$ cat src/rtl/sfu_ctrl.sv
// Sequencer that streams output-FIFO partial sums into the SFU accumulators,
// one channel per read, then requests the ReLU'd send-out for the pass.
`timescale 1ns/1ps
module sfu_ctrl #(
  parameter int unsigned psum_bw   = 16,
  parameter int unsigned input_ch  = 16,
  parameter int unsigned num_iters = 4,
  localparam int unsigned CH_W     = (input_ch > 1) ? $clog2(input_ch) : 1,
  localparam int unsigned IT_W     = (num_iters > 1) ? $clog2(num_iters) : 1
) (
  input  logic               clk,
  input  logic               reset,
  input  logic               start,
  input  logic               ofifo_valid,
  input  logic [psum_bw-1:0] ofifo_data,
  output logic               ofifo_rd,
  output logic               sfu_clr,
  output logic [psum_bw-1:0] sfu_psum,
  output logic               sfu_valid,
  output logic [CH_W-1:0]    sfu_ch,
  output logic               sfu_send_out,
  output logic               busy,
  output logic               done
);

  localparam logic [CH_W-1:0] CH_LAST = CH_W'(input_ch - 1);
  localparam logic [IT_W-1:0] IT_LAST = IT_W'(num_iters - 1);

  typedef enum logic [2:0] {
    S_IDLE,
    S_CLEAR,
    S_ACCUM,
    S_DRAIN,
    S_SEND,
    S_DONE
  } state_e;

  state_e             state_q, state_d;
  logic [CH_W-1:0]    ch_cnt_q, ch_cnt_d;
  logic [IT_W-1:0]    iter_cnt_q, iter_cnt_d;
  logic [psum_bw-1:0] sfu_psum_q, sfu_psum_d;
  logic [CH_W-1:0]    sfu_ch_q, sfu_ch_d;
  logic               sfu_valid_q, sfu_valid_d;
  logic               sfu_clr_q, sfu_clr_d;
  logic               send_q, send_d;
  logic               busy_q, busy_d;
  logic               done_q, done_d;
  logic               rd;
  logic               last_rd;

  // Pop is combinational so a stalled FIFO never costs an extra cycle.
  assign rd       = (state_q == S_ACCUM) && ofifo_valid;
  assign ofifo_rd = rd;

  always_comb begin
    state_d     = state_q;
    ch_cnt_d    = ch_cnt_q;
    iter_cnt_d  = iter_cnt_q;
    sfu_psum_d  = sfu_psum_q;
    sfu_ch_d    = sfu_ch_q;
    sfu_valid_d = rd;
    last_rd     = rd && (ch_cnt_q == CH_LAST) && (iter_cnt_q == IT_LAST);

    unique case (state_q)
      S_IDLE: begin
        if (start) state_d = S_CLEAR;
      end
      S_CLEAR: begin
        ch_cnt_d   = '0;
        iter_cnt_d = '0;
        state_d    = S_ACCUM;
      end
      S_ACCUM: begin
        if (rd) begin
          sfu_psum_d = ofifo_data;
          sfu_ch_d   = ch_cnt_q;
          if (ch_cnt_q == CH_LAST) begin
            ch_cnt_d   = '0;
            iter_cnt_d = iter_cnt_q + IT_W'(1);
          end else begin
            ch_cnt_d = ch_cnt_q + CH_W'(1);
          end
          if (last_rd) state_d = S_DRAIN;
        end
      end
      S_DRAIN: state_d = S_SEND;
      S_SEND:  state_d = S_DONE;
      S_DONE:  state_d = S_IDLE;
      default: state_d = S_IDLE;
    endcase

    // Status flags are decoded from the next state so they align with it.
    sfu_clr_d = (state_d == S_CLEAR);
    send_d    = (state_d == S_SEND);
    done_d    = (state_d == S_DONE);
    busy_d    = (state_d != S_IDLE);
  end

  always_ff @(posedge clk) begin
    if (reset) begin
      state_q     <= S_IDLE;
      ch_cnt_q    <= '0;
      iter_cnt_q  <= '0;
      sfu_psum_q  <= '0;
      sfu_ch_q    <= '0;
      sfu_valid_q <= 1'b0;
      sfu_clr_q   <= 1'b0;
      send_q      <= 1'b0;
      busy_q      <= 1'b0;
      done_q      <= 1'b0;
    end else begin
      state_q     <= state_d;
      ch_cnt_q    <= ch_cnt_d;
      iter_cnt_q  <= iter_cnt_d;
      sfu_psum_q  <= sfu_psum_d;
      sfu_ch_q    <= sfu_ch_d;
      sfu_valid_q <= sfu_valid_d;
      sfu_clr_q   <= sfu_clr_d;
      send_q      <= send_d;
      busy_q      <= busy_d;
      done_q      <= done_d;
    end
  end

  assign sfu_psum     = sfu_psum_q;
  assign sfu_ch       = sfu_ch_q;
  assign sfu_valid    = sfu_valid_q;
  assign sfu_clr      = sfu_clr_q;
  assign sfu_send_out = send_q;
  assign busy         = busy_q;
  assign done         = done_q;

endmodule

$ cat config.mk
export PLATFORM = sky130hd
export DESIGN_NAME = sfu_ctrl
export DESIGN_NICKNAME = d
export VERILOG_FILES = /design/src/rtl/sfu_ctrl.sv
export SDC_FILE = /design/constraint.sdc
export NUM_CORES = 1
export LEC_CHECK = 0
export ABC_CLOCK_PERIOD_IN_PS = 1200
export BUFFER_PORTS_ARGS = -buffer_cell sky130_fd_sc_hd__clkbuf_2
export CORE_UTILIZATION = 25
export DETAILED_ROUTE_END_ITERATION = 7
export SLEW_MARGIN = 20
export SYNTH_ARGS = -nofsm -noshare
export SYNTH_HDL_FRONTEND = slang
export SYNTH_SLANG_ARGS = --single-unit
export TNS_END_PERCENT = 20
$ cat constraint.sdc
create_clock -name clk -period 1.2 [get_ports clk]
set_input_delay 0.3 -clock clk [delete_from_list [all_inputs] [get_ports clk]]
set_output_delay 0.3 -clock clk [all_outputs]
set_load 0.005 [all_outputs]
# == After elaboration in Yosys (flattened, before gate mapping) ==
# Index checks and enable logic that the tools add are counted.
# word_totals
regBits,34
output_inout_bits,26
inputBits,20
word_cells,42
# classes
eq_ne,11
reduce_logical,9
mux,10
n_addsub,2
# ops
cell,count
case mux 3 bit (5 select lines),1
equality test 3 bit (second input constant),3
2-to-1 mux 3 bit,3
2-to-1 mux 4 bit,2
case mux 4 bit (2 select lines),1
equality test 3 x 1 -> 1 bit (second input constant),2
equality test 3 x 2 -> 1 bit (second input constant),2
adder 4 x 1 -> 4 bit (second input constant),1
equality test 4 bit (second input constant),1
2-to-1 mux 2 bit,2
case mux 2 bit (2 select lines),1
AND reduction 2 bit,2
logical AND 1 bit,3
zero test 3 bit,1
AND reduction 3 bit,1
nonzero test 3 bit,1
adder 2 x 1 -> 2 bit (second input constant),1
equality test 2 bit (second input constant),1
inequality test 2 x 1 -> 1 bit (second input constant),1
inequality test 2 bit (second input constant),1
nonzero test 2 bit,1

# == Depth between registers and ports, before layout ==
# depth
depth_word,8
ltp_mapped,7
mapped_depth_nobuf,4

# == Worst setup path after synthesis ==
# Ideal clock, no wire load.
# synth_path
path_kind,flip-flop to flip-flop
from,reg state_q[0]
to,reg ch_cnt_q[2]
path_slack_ns,-0.112
stages_incl_launch_ff,6
setup_time_ns,0.080
arrival_ns,1.233
required_time_ns,1.120
path_cell_list,dfxtp_1 -> buf_6 -> nand4bb_1 -> buf_2 -> or3_1 -> a211oi_2
# synth_between
elab_chain_len,4
word_cells_on_any_way,7
# synth_rtl
element,line,source
start: declaration,38,"state_e state_q, state_d;"
start signal: assignment,112,state_q <= state_d;
equality test 3 x 2 -> 1 bit,"52, 64",
logical AND 1 bit,52,assign rd = (state_q == S_ACCUM) && ofifo_valid;
inequality test 2 bit (no line),n/a,
AND reduction 2 bit (no line),n/a,
end signal: assignment,113,ch_cnt_q <= ch_cnt_d;
end: declaration,39,"logic [CH_W-1:0] ch_cnt_q, ch_cnt_d;"
# Parallel ways exist; a longest one is shown, timed or not.
# A chain may end at the register's enable or synchronous reset.

# == Worst setup path in the final report ==
# layout_path
from,reg state_q[0]
to,out ofifo_rd
# layout_between
elab_chain_len,2
# layout_rtl
element,line,source
equality test 3 x 2 -> 1 bit,52,
logical AND 1 bit,52,
end: declaration,16,"output logic ofifo_rd,"
# No other way between the ends.

==> flow_summary.json <==
{
  "synth_area_per_cell_um2": 8.59,
  "core_mm2": 0.00488,
  "fin_crit_ns": 1.35,
  "fin_skew_ns": 0.00957,
  "synth.area.top_cells": "dfxtp_1 52%, nand2_1 12%, a21oi_1 9.2%",
  "ant_nets": 0,
  "routed-via-count": 1260,
  "nNetsFinal": 246,
  "die-height_um": 74.3,
  "layout_commonest_cell": "clkbuf_2",
  "routedWlPerCell_um": 11.3,
  "rsz0062_at_grt": "true",
  "row_count": 25,
  "yosysWarnings": 0,
  "cts_tree": "yes",
  "num_antenna_cells": 0,
  "yosysTopAreaCell": "dfxtp_1",
  "place_congestion": 0.802,
  "fin_crit_sh": 1.12,
  "preCtsSetupSlack_ns": -0.106,
  "hpwl_um": 2280,
  "fillers": 519,
  "gr-total-overflow": 0,
  "grt_pass1_wl_um": 5210,
  "clk_latency_ns": 0.29,
  "endpoint_kind": "primary output",
  "fin_ws_ns": -0.150,
  "fin_setup_tns_ns": -0.966,
  "cts_root_buf": "clkbuf_8",
  "min_path_type": "primary input to flip-flop",
  "grt_pass1_vias": 1164,
  "yosysTopAreaCellShare": 0.522,
  "ys_seq_area_frac": 0.522,
  "firstDrtPassIters": 4,
  "violations": "setup timing",
  "seq_area_um2": 689,
  "cpMaxStageDelayCell": "dfxtp_2",
  "initial_core_util": 0.267,
  "power.leakage_uw": 0.000869,
  "ys_types": 34,
  "io_pins": 46,
  "cts_buffer_depth": 2,
  "final_cell_mix": "45 x clkbuf_2, 41 x nand2_1, 31 x dfxtp_1",
  "status": "complete, but fails checks",
  "clock-sinks": 34,
  "syn-num-nets": 174,
  "report.final.hold_viol_count": 0,
  "ir_worst_vdd_mv": 0.373,
  "dieArea_mm2": 0.00551,
  "worstMarginPinSlew_ns": 0.258,
  "worstSetupStartpointType": "flip-flop",
  "cts_buffers": 5,
  "path_clk_slew_ns": 0.08,
  "final_core_util": 0.416,
  "multiInputGateArea_um2": 651,
  "drv_cap": 0,
  "crit_chain": "nand4bb_4, inv_2, clkbuf_2",
  "setup_viol": 30,
  "syn2layout_area_growth_pct": 55.7,
  "fmax_ghz": 0.741,
  "grt_use_total": 0.129,
  "drive_gt1_frac": 0.462,
  "critPathMaxFanout": 5,
  "slew_headroom": 0.826,
  "viasPerCell": 4.32,
  "fp.dieW_um": 74.3,
  "required_ns": 0.90,
  "syn_area_mm2": 0.00131,
  "ys_seq_elements": 34,
  "cp.arrival_ns": 1.05,
  "power.density_mw_per_mm2": 1200,
  "synthCells": 152,
  "drc": 0,
  "grt_max_degree": 12,
  "antenna_found_initial": 0,
  "hold_ws_ns": 0.221,
  "h-tree-depth": 2,
  "portBuffers": 45,
  "crit_type": "flip-flop to primary output",
  "slew_violations": 0,
  "crit_path_max_incr_delay_ns": 0.34,
  "place_inst": 279,
  "drt-initial-drc-count": 28,
  "finalWirelength_um": 3310,
  "fin_cells": 292
}
[sequential cells by signal, summed over array words and instances, names as in the netlist]
signal	count
sfu_psum	16
ch_cnt_q	4
sfu_ch	4
state_q	3
iter_cnt_q	2
busy	1
done	1
sfu_clr	1
sfu_send_out	1
sfu_valid	1
[cell usage after synthesis (all sizes together)]
cell type and n:
nand2 41, dfxtp 34, a21oi 24, buf 8, nor2 6, clkbuf 3, nor3 3, o21ai 3
a211oi 2, a22o 2, a32o 2, and2 2, ha 2, inv 2, nand3 2, nor2b 2
or2 2, xnor2 2, a32oi 1, and3 1, mux2 1, nand3b 1, nand4bb 1, nor3b 1
nor4b 1, nor4bb 1, or3 1, or3b 1
[critical path, delay by kind of cell, from the launching register on]
kind | cells | cell delay, ns
buffers and inverters | 2 | 0.19
DFF | 1 | 0.34
and+or+nand+nor | 1 | 0.23
[per-layer routing]
layer / up-vias / GRT usage / share of wire
met5: - / 0 / 0
met3: 7 / 0.0474 / 0.063
met2: 34 / 0.199 / 0.46
met4: 0 / 0.0776 / 0.023
met1: 560 / 0.152 / 0.46
li1: 659 / - / -
[layout make-up]
cell class              count  share of cell area
inverters                   2             0.00369
well taps                  67              0.0413
multi-input cells         105               0.320
repair buffers             76               0.249
clock buffers               6              0.0406
flip-flops and latches     34               0.339
clock inverters             2             0.00616
[cells by family (layout without fill, tap and decap cells)]
family | after synthesis | after routing | share of synthesized area
DFF | 34 | 34 | 0.522
xor gates and xnor gates | 2 | 2 | 0.0134
muxes | 1 | 1 | 0.00863
AOI/OAI and AO/OA | 34 | 34 | 0.154
adders and majority gates | 2 | 2 | 0.0192
and+or+nand+nor | 66 | 66 | 0.234
buffers and inverters | 13 | 86 | 0.0489
[timing repair]
| action | 4_1_cts | 5_1_grt |
|---|---|---|
| hold buffers | 0 | 0 |
| endpoints found under the hold margin | 0 | 0 |
| pin swaps | 4 | 2 |
| resized for setup | 15 | 11 |
| endpoints found under the setup margin | 31 | 32 |
| buffers inserted | 2 | 2 |
| gates cloned | 1 | 0 |
[path summary, 6_finish.rpt]
kind | from | end | slack (ns) | depth (start not counted)
max | state_q[0]$_SDFF_PP0_ | ofifo_rd | -0.15 | 3
min | ofifo_data[8] | sfu_psum[8]$_SDFFE_PP0P_ | 0.22 | 3
max reg2reg | state_q[0]$_SDFF_PP0_ | ch_cnt_q[2]$_SDFFE_PP0P_ | -0.13 | 4
min reg2reg | sfu_ch[1]$_SDFFE_PP0P_ | sfu_ch[1]$_SDFFE_PP0P_ | 0.45 | 2
[per-stage QoR]
stage | instance area [um^2] | power (uW)
6_report | 2030 | 2440
5_1_grt | 2030 | 2560
4_1_cts | 1970 | 2450
3_5_place_dp | 1760 | 1510
3_3_place_gp | 1760 | 1510
2_1_floorplan | 1320 | 1360
[power breakdown]
group          internal (uW)  total [uW]  switching, uW
sequential              1170        1190           25.9
combinational            194         353            159
clock                    461         891            429
No activity file was read; power rests on OpenSTA's default activity.
